[config.mk]
export PLATFORM = sky130hd
export DESIGN_NAME = fetch_unit
export DESIGN_NICKNAME = d
export VERILOG_FILES = /design/src/rtl/fetch_unit.sv
export SDC_FILE = /design/constraint.sdc
export NUM_CORES = 1
export LEC_CHECK = 0
export ABC_AREA = 1
export CAP_MARGIN = 20
export CORE_ASPECT_RATIO = 1.25
export CORE_MARGIN = 2
export CORE_UTILIZATION = 44
export DETAILED_ROUTE_END_ITERATION = 8
export MAX_ROUTING_LAYER = met4
export PLACE_DENSITY = 0.8
export SYNTH_ARGS = -nofsm -noshare
export SYNTH_HDL_FRONTEND = slang
export SYNTH_SLANG_ARGS = --single-unit
[constraint.sdc]
create_clock -name clk_i -period 1.9 [get_ports clk_i]
set_input_delay 0.285 -clock clk_i [delete_from_list [all_inputs] [get_ports clk_i]]
set_output_delay 0.285 -clock clk_i [all_outputs]
set_load 0.01 [all_outputs]
[src/rtl/fetch_unit.sv]
// ---------------------------------------------------------------------------
// fetch_unit : PC owner, single-outstanding imem fetch, IF/ID stall/flush
// Revision   : 1.0
// ---------------------------------------------------------------------------
`default_nettype none

module fetch_unit #(
  parameter logic [31:0] RESET_PC = 32'h0000_0000,
  parameter logic [31:0] NOP_INST = 32'h0000_0000
) (
  input  logic        clk_i,
  input  logic        rst_i,
  input  logic        hold_i,
  input  logic        redirect_i,
  input  logic [31:0] redirect_addr_i,
  output logic        imem_req_o,
  output logic [31:0] imem_addr_o,
  input  logic        imem_gnt_i,
  input  logic        imem_rvalid_i,
  input  logic [31:0] imem_rdata_i,
  output logic [31:0] addr_o,
  output logic [31:0] inst_o,
  output logic        valid_o,
  output logic        ifid_stall_o,
  output logic        ifid_flush_o
);

  localparam logic [1:0] S_REQ     = 2'd0;
  localparam logic [1:0] S_WAIT    = 2'd1;
  localparam logic [1:0] S_FULL    = 2'd2;
  localparam logic [1:0] S_DISCARD = 2'd3;

  logic [1:0]  r_state;
  logic [31:0] r_pc;
  logic [31:0] r_buf_addr;
  logic [31:0] r_buf_inst;
  logic        r_valid;
  logic [31:0] w_redirect_pc;

  assign w_redirect_pc = redirect_addr_i & 32'hFFFF_FFFC;

  always_ff @(posedge clk_i) begin
    if (rst_i) begin
      r_state    <= S_REQ;
      r_pc       <= RESET_PC;
      r_valid    <= 1'b0;
      r_buf_addr <= 32'h0000_0000;
      r_buf_inst <= NOP_INST;
    end else if (redirect_i) begin
      // Redirect wins; a request already accepted must still be drained.
      r_pc    <= w_redirect_pc;
      r_valid <= 1'b0;
      case (r_state)
        S_REQ:     r_state <= imem_gnt_i    ? S_DISCARD : S_REQ;
        S_WAIT:    r_state <= imem_rvalid_i ? S_REQ     : S_DISCARD;
        S_FULL:    r_state <= S_REQ;
        S_DISCARD: r_state <= imem_rvalid_i ? S_REQ     : S_DISCARD;
        default:   r_state <= S_REQ;
      endcase
    end else begin
      case (r_state)
        S_REQ: begin
          if (imem_gnt_i) r_state <= S_WAIT;
        end
        S_WAIT: begin
          if (imem_rvalid_i) begin
            r_buf_inst <= imem_rdata_i;
            r_buf_addr <= r_pc;
            r_valid    <= 1'b1;
            r_pc       <= r_pc + 32'd4;
            r_state    <= S_FULL;
          end
        end
        S_FULL: begin
          if (!hold_i) begin
            r_valid <= 1'b0;
            r_state <= S_REQ;
          end
        end
        S_DISCARD: begin
          if (imem_rvalid_i) r_state <= S_REQ;
        end
        default: r_state <= S_REQ;
      endcase
    end
  end

  assign imem_req_o   = (r_state == S_REQ) & ~rst_i;
  assign imem_addr_o  = r_pc;
  assign addr_o       = r_buf_addr;
  assign inst_o       = r_buf_inst;
  assign valid_o      = r_valid;
  assign ifid_stall_o = hold_i & ~redirect_i;
  assign ifid_flush_o = redirect_i | (~r_valid & ~hold_i);

endmodule

`default_nettype wire

### After elaboration in Yosys (flattened, before gate mapping)

Cells that the tools add are included.

* flip-flop bits (word level): 99
* bits in latches: 0
* memory bits (writable): 0
* bits in read-only memories: 0
* input bits: 70
* output and inout bits: 100
* memories: 0

* add/subtract/negate cells: 1
* multipliers: 0
* div/mod/pow operators: 0
* order comparisons: 0
* equal/unequal tests: 9
* shifts and indexed selects: 0
* mux-type cells: 15
* bitwise operators: 8
* reduce and logical (&&, ||, !) cells: 11

Operators with widths (count)
* $mux 32: 3
* $add 32x3->32 const B: 1
* $mux 2: 7
* $ne 3x3->1 const B: 4
* $pmux 2 s4: 1
* $pmux 2 s3: 1
* $reduce_and 3->1: 2
* $reduce_bool 2->1: 3
* $eq 2x2->1 const B: 2
* $ne 2x2->1 const B: 2
* $not 1->1: 4
* $reduce_and 2->1: 2
* $reduce_and 4->1: 1
* $reduce_or 2->1: 2
* $and 1x1->1: 3
* $eq 2x1->1 const B: 1
* $logic_not 2->1: 1
* $mux 1: 2
* $pmux 1 s2: 1
* $or 1x1->1: 1

### Longest topological paths before layout

Gate-level depths: netlist of run 1.

* word-level depth: 4
* gate-level depth with buffers: 12

### Worst setup path before layout of run 1

OpenSTA, ideal clock, no wires.

* kind: register to register
* from: register r_pc[2], in the netlist imem_addr_o[2]
* to: register r_pc[22], in the netlist imem_addr_o[22]
* data arrival time: 1.398 ns
* path slack: 0.393 ns
* stages on the path, launching flop included: 13
* path buffers: 0
* period minus slack after synthesis: 1.507 ns
* path through: dfxtp_1 -> ha_1 -> nand2_1 -> nor2_4 -> nand2_4 -> nor2_8 -> nand2_4 -> clkinv_2 -> nand2_1 -> nand2_1 -> nand3b_1 -> nand2_1 -> inv_1

* cells in the longest elaborated chain, start to end: 4

RTL lines
* start, declared: RTL line 34 `logic [31:0] r_pc;`
* start signal, assigned: RTL line 51 `r_pc <= w_redirect_pc;`
* start signal, assigned: RTL line 70 `r_pc <= r_pc + 32'd4;`
* $add 32x3->32: RTL line 70
* $mux 32: RTL line 66 `if (imem_rvalid_i) begin`
* $mux 32: RTL line 61 `case (r_state)`
* $mux 32: RTL line 49 `end else if (redirect_i) begin`

Every way passes these cells. The select of a mux whose other input is x is not followed.
A chain may end at the register's enable or synchronous reset.

### Final worst setup path of run 1

* from: input port hold_i
* to: output port ifid_stall_o

* cells in the longest elaborated chain, start to end: 1

RTL lines
* start, declared: RTL line 13 `input logic hold_i,`
* $and 1x1->1: RTL line 93 `assign ifid_stall_o = hold_i & ~redirect_i;`
* end, declared: RTL line 24 `output logic ifid_stall_o,`

Every way passes these cells.

==> reports/metrics.cfg, run 1 <==
[cts]
clockBufferDepth=2
postCtsSetupBuffers=0
cts_tree=built
cts_hold_buf=0
ctsHtreeMaxLevel=3
clock_latency_ns=0.34
numCtsBuffers=9
cts-root-buf=clkbuf_16
cts_repair_resize_count=0
path_clk_slew_ns=0.06
cts_sinks=95

[setup_path]
crit_required_ns=1.62
cp.arrival_ns=1.50
path_class=in2out
reg2reg_to=imem_addr_o[24]
r2r_cells=10
r2r_slack_ns=0.18
cp-startpoint=hold_i
crit_path_max_fanout=4
cp-end-kind=primary output
cp-start-kind=primary input
r2r_start=imem_addr_o[3]

[timing]
hold_violations=0
min_period_over_period_pct=94.1
max_freq_ghz=0.559
finalSetupViolations=0
min_period_ns=1.79
drv_slew=0
tns_ns=0
fin_ws_ns=0.112
finalClockSkew_ns=0.00493
rsz0062_at_grt=no

[yosys]
syn-cell-area_sq_um=4480
synth_edf_count=0
synth_warnings=0
synth.largest_area_cell=dfxtp_1
synth_cells=623
avgSynthCellArea_sq_um=7.19
synth.area.top_cells=dfxtp_1, nor2_1, nand2_1, o21ai_0, inv_1
yosysSeqAreaShare_pct=42.5
synth-async-reset-ratio_pct=0
synth_cell_types=41
synth_top_area_share_pct=42.5
synthFlopType=dfxtp_1
ys_seq_elements=95

[floorplanning]
dieArea_sq_um=11000
die_w_um=94.2
ioPinCount=170
rows=41
coreArea_sq_um=10000
chipHeight_um=117
initial_core_util_pct=44.8

[drt]
wl_per_cell_um=15.7
antenna_left=0
viasPerCell=5.15
first_pass_iters=5
num_vias=4728
drt_iter0_markers=277
wl_um=14400
route.detailed.drc=0

[hold_path]
hold_start=addr_o[25]
hold_depth=2
hp-class=reg2reg
min_to=addr_o[25]

[placement]
place.gp.congestion=0.921
portBuffers=163
hpwl_um=10500
placed_cells=903
preCtsSetupSlack_ns=0.0392

[global_route]
grt_overflow=0
grt_antenna_before_repair=0
grt_pass1_wl_um=22900
grtUsageTotal_pct=27.4
grt_pass1_vias=4745
grt_max_degree=78

[pwr]
p_leak_nw=2.76
peakVddDrop_v=0.000541
power.density_nw_per_um2=717
fin_total_pwr_mw=4.71

[finish]
n_antenna_cell=0
drive_gt1_share_pct=9.38
multi_input_area_sq_um=2190
regArea_sq_um=1900
filler_cell_count=921
nets=856
fin_cells=918
area_delta_synth_final_pct=46.8

[job]
drv_cap=0

[run_status]
status=finished clean

## metal layers
layer | up-vias | routed length, um | GRT usage [%] | share of wire [%]
li1 | 2337 | - | - | -
met1 | 2209 | 5720 | 29.8 | 40
met2 | 170 | 7450 | 50.7 | 52
met3 | 12 | 1080 | 6.66 | 7.5
met4 | 0 | 153 | 5.99 | 1.1
met5 | - | 0 | - | 0
## state kept, by name (all words and copies together) (netlist names)
signal and flops:
addr_o 30, imem_addr_o 30, inst_o 32, r_state 2, valid_o 1
## area by class of cell
type / count / share of cell area, %
well taps: 129 / 2.46
clock buffers: 12 / 3.75
multi-input cells: 441 / 33.4
repair buffers: 184 / 27.7
flip-flops and latches: 95 / 28.9
clock inverters: 3 / 0.666
inverters: 54 / 3.14
## report_power, final
part	switching (mW)	internal [mW]	total (mW)
registers	0.0929	2.08	2.18
clock network	0.759	1.05	1.81
logic	0.341	0.387	0.728
total	1.19	3.52	4.71
## logic make-up after synthesis
kind of cell	after synthesis	share of synthesized area (%)
adders and majority gates	1	0.279
DFF	95	42.5
AOI/OAI and AO/OA	117	14.8
buffers and inverters	90	8.89
other	1	0.0838
xor gates and xnor gates	3	0.587
and+or+nand+nor	316	32.9
## through the flow
stage          area [sq um]  hold slack (ns)  utilization, %
2_1_floorplan          4490            0.420               -
3_3_place_gp           6270            0.482            62.7
3_5_place_dp           6270            0.485            62.7
4_1_cts                6560            0.494            65.6
5_1_grt                6570            0.516            65.7
6_report               6570            0.490            65.7
## cell usage after synthesis (all sizes together) (2+ instances only)
library cell	number
o211ai	3
clkbuf	14
xor2	3
a31oi	9
nor3	13
a21oi	26
dfxtp	95
nand4	7
nand3b	6
a22oi	4
buf	22
o21ai	65
nand2	116
nand3	31
clkinv	2
a211oi	7
nor2	141
inv	52
## worst max-delay path by stage
stage / slack (ns) / endpoint / depth (start not counted)
6_report: 0.11 / ifid_stall_o / 4
5_1_grt: 0.02 / imem_addr_o[28] / 10
4_1_cts: 0.04 / imem_req_o / 4
3_5_place_dp: 0.04 / inst_o[30] / 7
3_3_place_gp: 0.06 / ifid_flush_o / 4
2_1_floorplan: 0.39 / imem_addr_o[22] / 12
## layout by cell type (no fill, tap or decap), types with 3 or more instances in the layout
master and instances:
a211oi_1 4, a211oi_2 3, a21oi_1 25, a22oi_1 4
a31oi_1 9, buf_4 19, clkbuf_16 9, clkdlybuf4s50_1 161
conb_1 4, dfxtp_1 95, inv_1 45, inv_2 6
nand2_1 110, nand2_4 4, nand3_1 30, nand3b_1 5
nand4_1 6, nor2_1 122, nor2_2 7, nor2_4 10
nor3_1 13, o211ai_1 3, o21ai_0 59, o21ai_1 6
xor2_1 3
## worst max-delay path, stage by stage
cell and delay [ns]:
clkdlybuf4s50_1 0.54, inv_1 0.05, nor2_1 0.08, clkdlybuf4s50_1 0.54
No activity file was read; power rests on OpenSTA's default activity.
==> run 2: changes to the inputs <==
--- a/config.mk
+++ b/config.mk
@@ -11,6 +11,7 @@
 export CORE_MARGIN = 2
 export CORE_UTILIZATION = 44
 export DETAILED_ROUTE_END_ITERATION = 8
+export GPL_TIMING_DRIVEN = 0
 export MAX_ROUTING_LAYER = met4
 export PLACE_DENSITY = 0.8
 export SYNTH_ARGS = -nofsm -noshare
==> reports/metrics.cfg, run 2 (synthesis results as in run 1) <==
[run_status]
status=finished clean

[finish]
most-common-layout-cells=clkdlybuf4s50_1, nor2_1, nand2_1
nets=870  ; +1.6%
utilization_pct=66.2  ; +0.50 points
n_antenna_cell=0  ; unchanged
drive_gt1_share_pct=9.95  ; +0.57 points
largest_reg_flops=32  ; unchanged
final_common_cell=clkdlybuf4s50_1
area_delta_synth_final_pct=47.9

[timing]
relSlewSlack_pct=53.1
min_period_over_period_pct=95.9  ; +1.8 points
drv_slew=0  ; unchanged
finalClockSkew_ns=0.00594  ; +0.00102 ns
tightest_slew_ns=0.703
rsz0062_at_grt=no
hold_violations=0  ; unchanged
min_period_ns=1.82  ; +0.0340 ns
max_freq_ghz=0.549  ; -1.9%
finalSetupViolations=0  ; unchanged

[pwr]
combPwrFrac_pct=14.9  ; -0.5 points
p_leak_nw=2.78  ; +0.71%
peakVddDrop_v=0.000605  ; +12%
fin_total_pwr_mw=4.93  ; +4.6%
clockPowerShare_pct=40.9  ; +2.5 points
power.density_nw_per_um2=745  ; +3.8%
switching_share_pct=25.7  ; +0.44 points
intPower_mw=3.66  ; +4.0%
seqPwrFrac_pct=44.2  ; -2.0 points
p_switching_mw=1.27  ; +6.4%

[global_route]
grt_overflow=0  ; unchanged
grtUsageTotal_pct=29.1  ; +1.7 points
grt_pass1_vias=4900  ; +3.3%
grt_pass1_wl_um=23800  ; +3.8%
grt_max_degree=20  ; -74%
grt_antenna_before_repair=0  ; unchanged

[cts]
clock_latency_ns=0.35  ; about the same
cts_sinks=95  ; unchanged
cts_tree=built
postCtsSetupBuffers=0  ; unchanged
path_clk_slew_ns=0.07  ; about the same
ctsHtreeMaxLevel=3  ; unchanged
clockBufferDepth=2  ; unchanged
cts-root-buf=clkbuf_16
numCtsBuffers=9  ; unchanged

[setup_path]
cp-start-kind=primary input
crit_required_ns=1.62  ; about the same
cp.arrival_ns=1.54  ; +0.04 ns
crit_path_max_fanout=10  ; +6
cp-end-kind=primary output
path_class=in2out

[drt]
viasPerCell=5.27  ; +2.4%
antenna_left=0  ; unchanged
first_pass_iters=5  ; unchanged
num_vias=4919  ; +4.0%
route.detailed.drc=0  ; unchanged
wl_per_cell_um=16.5  ; +5.4%
drt_iter0_markers=344  ; +24%
wl_um=15400  ; +7.1%

[floorplanning]
initial_core_util_pct=44.8  ; unchanged
rows=41  ; unchanged
dieArea_sq_um=11000  ; unchanged
chipHeight_um=117  ; unchanged
ioPinCount=170  ; unchanged
die_w_um=94.2  ; unchanged
coreArea_sq_um=10000  ; unchanged

[job]
drv_cap=0  ; unchanged

[placement]
portBuffers=163  ; unchanged
place.gp.congestion=0.915  ; -0.61%
hpwl_um=11500  ; +9.2%

[hold_path]
hp-class=reg2reg

## run 2: routing by layer
| layer | GRT usage [%] | part of all wire [%] |
|---|---|---|
| met1 | 32.2 | 39 |
| met2 | 50.1 | 48 |
| met3 | 6.21 | 8.6 |
| met4 | 13.6 | 3.7 |
| met5 | - | 0 |
## run 2: per-stage QoR
step | instances | TNS [ns] | instance area (sq um) | hold WS (ns) | setup slack (ns)
floorplan | 626 | 0 | 4490 | 0.420 | 0.393
global placement | 918 | -2.78 | 6280 | 0.486 | -0.730
detailed placement | 918 | -4.30 | 6280 | 0.491 | -0.718
CTS | 933 | 0 | 6620 | 0.501 | 0.0535
global route | 933 | 0 | 6620 | 0.520 | 0.0223
finish | 933 | 0 | 6620 | 0.496 | 0.0777
## run 2: path summary, 6_finish.rpt
check	from	endpoint	slack, ns	cells after the start
min	addr_o[26]	addr_o[26]	0.50	2
max	rst_i	imem_req_o	0.08	5
max reg2reg	imem_addr_o[3]	imem_addr_o[28]	0.16	10
min reg2reg	addr_o[26]	addr_o[26]	0.50	2
## run 2: what timing repair did
item                                   in CTS  in global routing
hold buffers                                0                  0
pin swaps                                   0                  0
gates resized for setup                    10                  1
cloned                                      0                  0
setup endpoints to repair                   3                  1
endpoints found under the hold margin       0                  0
## run 2: cell type report
type                       instances  area, sq um
timing repair buffer             163         1630
tap                              129          161
clock inverter                     6         91.3
sequential                        95         1900
multi-input combinational        441         2190
inverter                          54          206
clock buffer                      10          239
fill                             889         3380
buffer                            35          203
## run 2: power groups by stage
stage	combinational (mW)	clock, mW	sequential (mW)
after global routing	0.797	2.10	2.19
after detailed placement	0.729	0	2.22
after global placement	0.715	0	2.22
after floorplan	0.268	0	2.24
final	0.737	2.02	2.18
after CTS	0.735	2.03	2.18
## run 2: worst max-delay path, stage by stage
cell,delay [ns]
clkdlybuf4s50_1,0.50
buf_4,0.20
clkbuf_8,0.20
nor2_1,0.06
dlygate4sd2_1,0.28
==> run 3: changes to the inputs <==
--- a/config.mk
+++ b/config.mk
@@ -8,11 +8,10 @@
 export ABC_AREA = 1
 export CAP_MARGIN = 20
 export CORE_ASPECT_RATIO = 1.25
-export CORE_MARGIN = 2
+export CORE_MARGIN = 1.5
 export CORE_UTILIZATION = 44
 export DETAILED_ROUTE_END_ITERATION = 8
 export GPL_TIMING_DRIVEN = 0
-export MAX_ROUTING_LAYER = met4
 export PLACE_DENSITY = 0.8
 export SYNTH_ARGS = -nofsm -noshare
 export SYNTH_HDL_FRONTEND = slang
==> reports/metrics.cfg, run 3 (synthesis results as in run 1) <==
[run_status]
status=finished clean

[setup_path]
endpoint=imem_req_o
r2r_cells=10  ; unchanged
crit_path_max_fanout=10  ; unchanged
cp-start-kind=primary input
path_class=in2out
cp.arrival_ns=1.54  ; about the same
r2r_start=imem_addr_o[2]
reg2reg_to=imem_addr_o[24]
r2r_slack_ns=0.17  ; about the same
crit_required_ns=1.62  ; about the same
cp-startpoint=rst_i
cp-end-kind=primary output

[cts]
numCtsBuffers=9  ; unchanged
path_clk_slew_ns=0.06  ; about the same
postCtsSetupBuffers=0  ; unchanged
cts-root-buf=clkbuf_16
cts_tree=built
ctsHtreeMaxLevel=3  ; unchanged
clockBufferDepth=2  ; unchanged
cts_sinks=95  ; unchanged
clock_latency_ns=0.35  ; about the same
cts_hold_buf=0  ; unchanged

[timing]
min_period_ns=1.82  ; +0.00186 ns
drv_slew=0  ; unchanged
finalSetupViolations=0  ; unchanged
max_freq_ghz=0.548  ; -0.10%
tightest_slew_ns=0.689  ; -0.0144 ns
min_period_over_period_pct=96.0  ; +0.098 points
tns_ns=0  ; unchanged
rsz0062_at_grt=no
hold_violations=0  ; unchanged
finalClockSkew_ns=0.00513  ; -0.000813 ns
relSlewSlack_pct=54.1  ; +0.96 points
worst_hold_slack_ns=0.501  ; +0.00430 ns
fin_ws_ns=0.0758  ; -0.00186 ns

[floorplanning]
coreArea_sq_um=10000  ; unchanged
ioPinCount=170  ; unchanged
rows=41  ; unchanged
initial_core_util_pct=44.8  ; unchanged
die_w_um=93.2  ; -1.1%
dieArea_sq_um=10800  ; -1.9%
chipHeight_um=116  ; -0.86%

[finish]
area_delta_synth_final_pct=46.9
most-common-layout-cells=clkdlybuf4s50_1, nor2_1, nand2_1
final_common_cell=clkdlybuf4s50_1
largest_reg_flops=32  ; unchanged
drive_gt1_share_pct=9.83  ; -0.12 points
n_antenna_cell=0  ; unchanged
nets=870  ; unchanged

[global_route]
grt_overflow=0  ; unchanged
grt_pass1_vias=4834  ; -1.3%
grt_max_degree=20  ; unchanged
grtUsageTotal_pct=28.8  ; -0.28 points
grt_pass1_wl_um=24000  ; +0.95%
grt_antenna_before_repair=0  ; unchanged

[drt]
antenna_left=0  ; unchanged
viasPerCell=5.22  ; -1.1%
wl_per_cell_um=16.3  ; -1.4%
wl_um=15200  ; -1.4%
drt_iter0_markers=334  ; -2.9%
num_vias=4867  ; -1.1%
route.detailed.drc=0  ; unchanged
first_pass_iters=5  ; unchanged

[pwr]
p_leak_nw=2.75  ; -1.0%
fin_total_pwr_mw=4.67  ; -5.3%
seqPwrFrac_pct=46.7  ; +2.5 points
power.density_nw_per_um2=710  ; -4.7%
combPwrFrac_pct=15.7  ; +0.8 points
switching_share_pct=26.6  ; +0.84 points
peakVddDrop_v=0.000504  ; -17%
p_switching_mw=1.24  ; -2.2%
intPower_mw=3.43  ; -6.4%
clockPowerShare_pct=37.6  ; -3.3 points

[hold_path]
hold_start=addr_o[20]
hp-class=reg2reg

[placement]
hpwl_um=11600  ; +0.53%
preCtsSetupSlack_ns=-0.721  ; -0.00287 ns
place.gp.congestion=0.891  ; -2.7%
portBuffers=163  ; unchanged

[job]
drv_cap=0  ; unchanged

[run 3: area by class of cell]
type | instances | area [sq um]
flip-flops and latches | 95 | 1900
clock inverters | 4 | 28.8
multi-input cells | 441 | 2190
plain buffers | 35 | 203
inverters | 54 | 206
clock buffers | 12 | 256
well taps | 129 | 161
fillers | 874 | 3430
repair buffers | 163 | 1630
[run 3: worst min-delay path by stage]
| stage | cells past startpoint | endpoint |
|---|---|---|
| after global routing | 2 | addr_o[26] |
| final | 2 | addr_o[20] |
| after CTS | 2 | addr_o[22] |
| after floorplan | 2 | inst_o[14] |
| after global placement | 2 | addr_o[22] |
| after detailed placement | 2 | addr_o[22] |
[run 3: through the flow]
step | std cells | cell area, sq um | util, %
6_report | 933 | 6580 | 65.8
5_1_grt | 933 | 6580 | 65.8
4_1_cts | 933 | 6580 | 65.8
3_5_place_dp | 918 | 6280 | 62.8
3_3_place_gp | 918 | 6280 | 62.8
2_1_floorplan | 626 | 4490 | -
[run 3: layer usage]
layer | global-route usage (%) | up-vias | wire length (um)
met4 | 13.9 | 0 | 488
met1 | 33.1 | 2271 | 6060
met5 | 0 | - | 0
met3 | 8.27 | 34 | 1290
li1 | - | 2358 | -
met2 | 49.0 | 204 | 7390
[run 3: power by group through the flow]
stage                     Sequential (mW)  Clock [mW]  Combinational (mW)
after floorplan                      2.24           0               0.268
after global placement               2.22           0               0.714
after detailed placement             2.22           0               0.727
after CTS                            2.18        1.77               0.734
after global routing                 2.19        1.86               0.796
final                                2.18        1.76               0.734
[run 3: what timing repair did]
| item | CTS | global route |
|---|---|---|
| pin swaps | 0 | 0 |
| resized for setup | 10 | 1 |
| setup endpoints to repair | 3 | 1 |
[run 3: worst max-delay path: stages]
cell and delay, ns:
clkdlybuf4s50_1 0.50, buf_4 0.21, clkbuf_8 0.21, nor2_1 0.06, dlygate4sd2_1 0.28
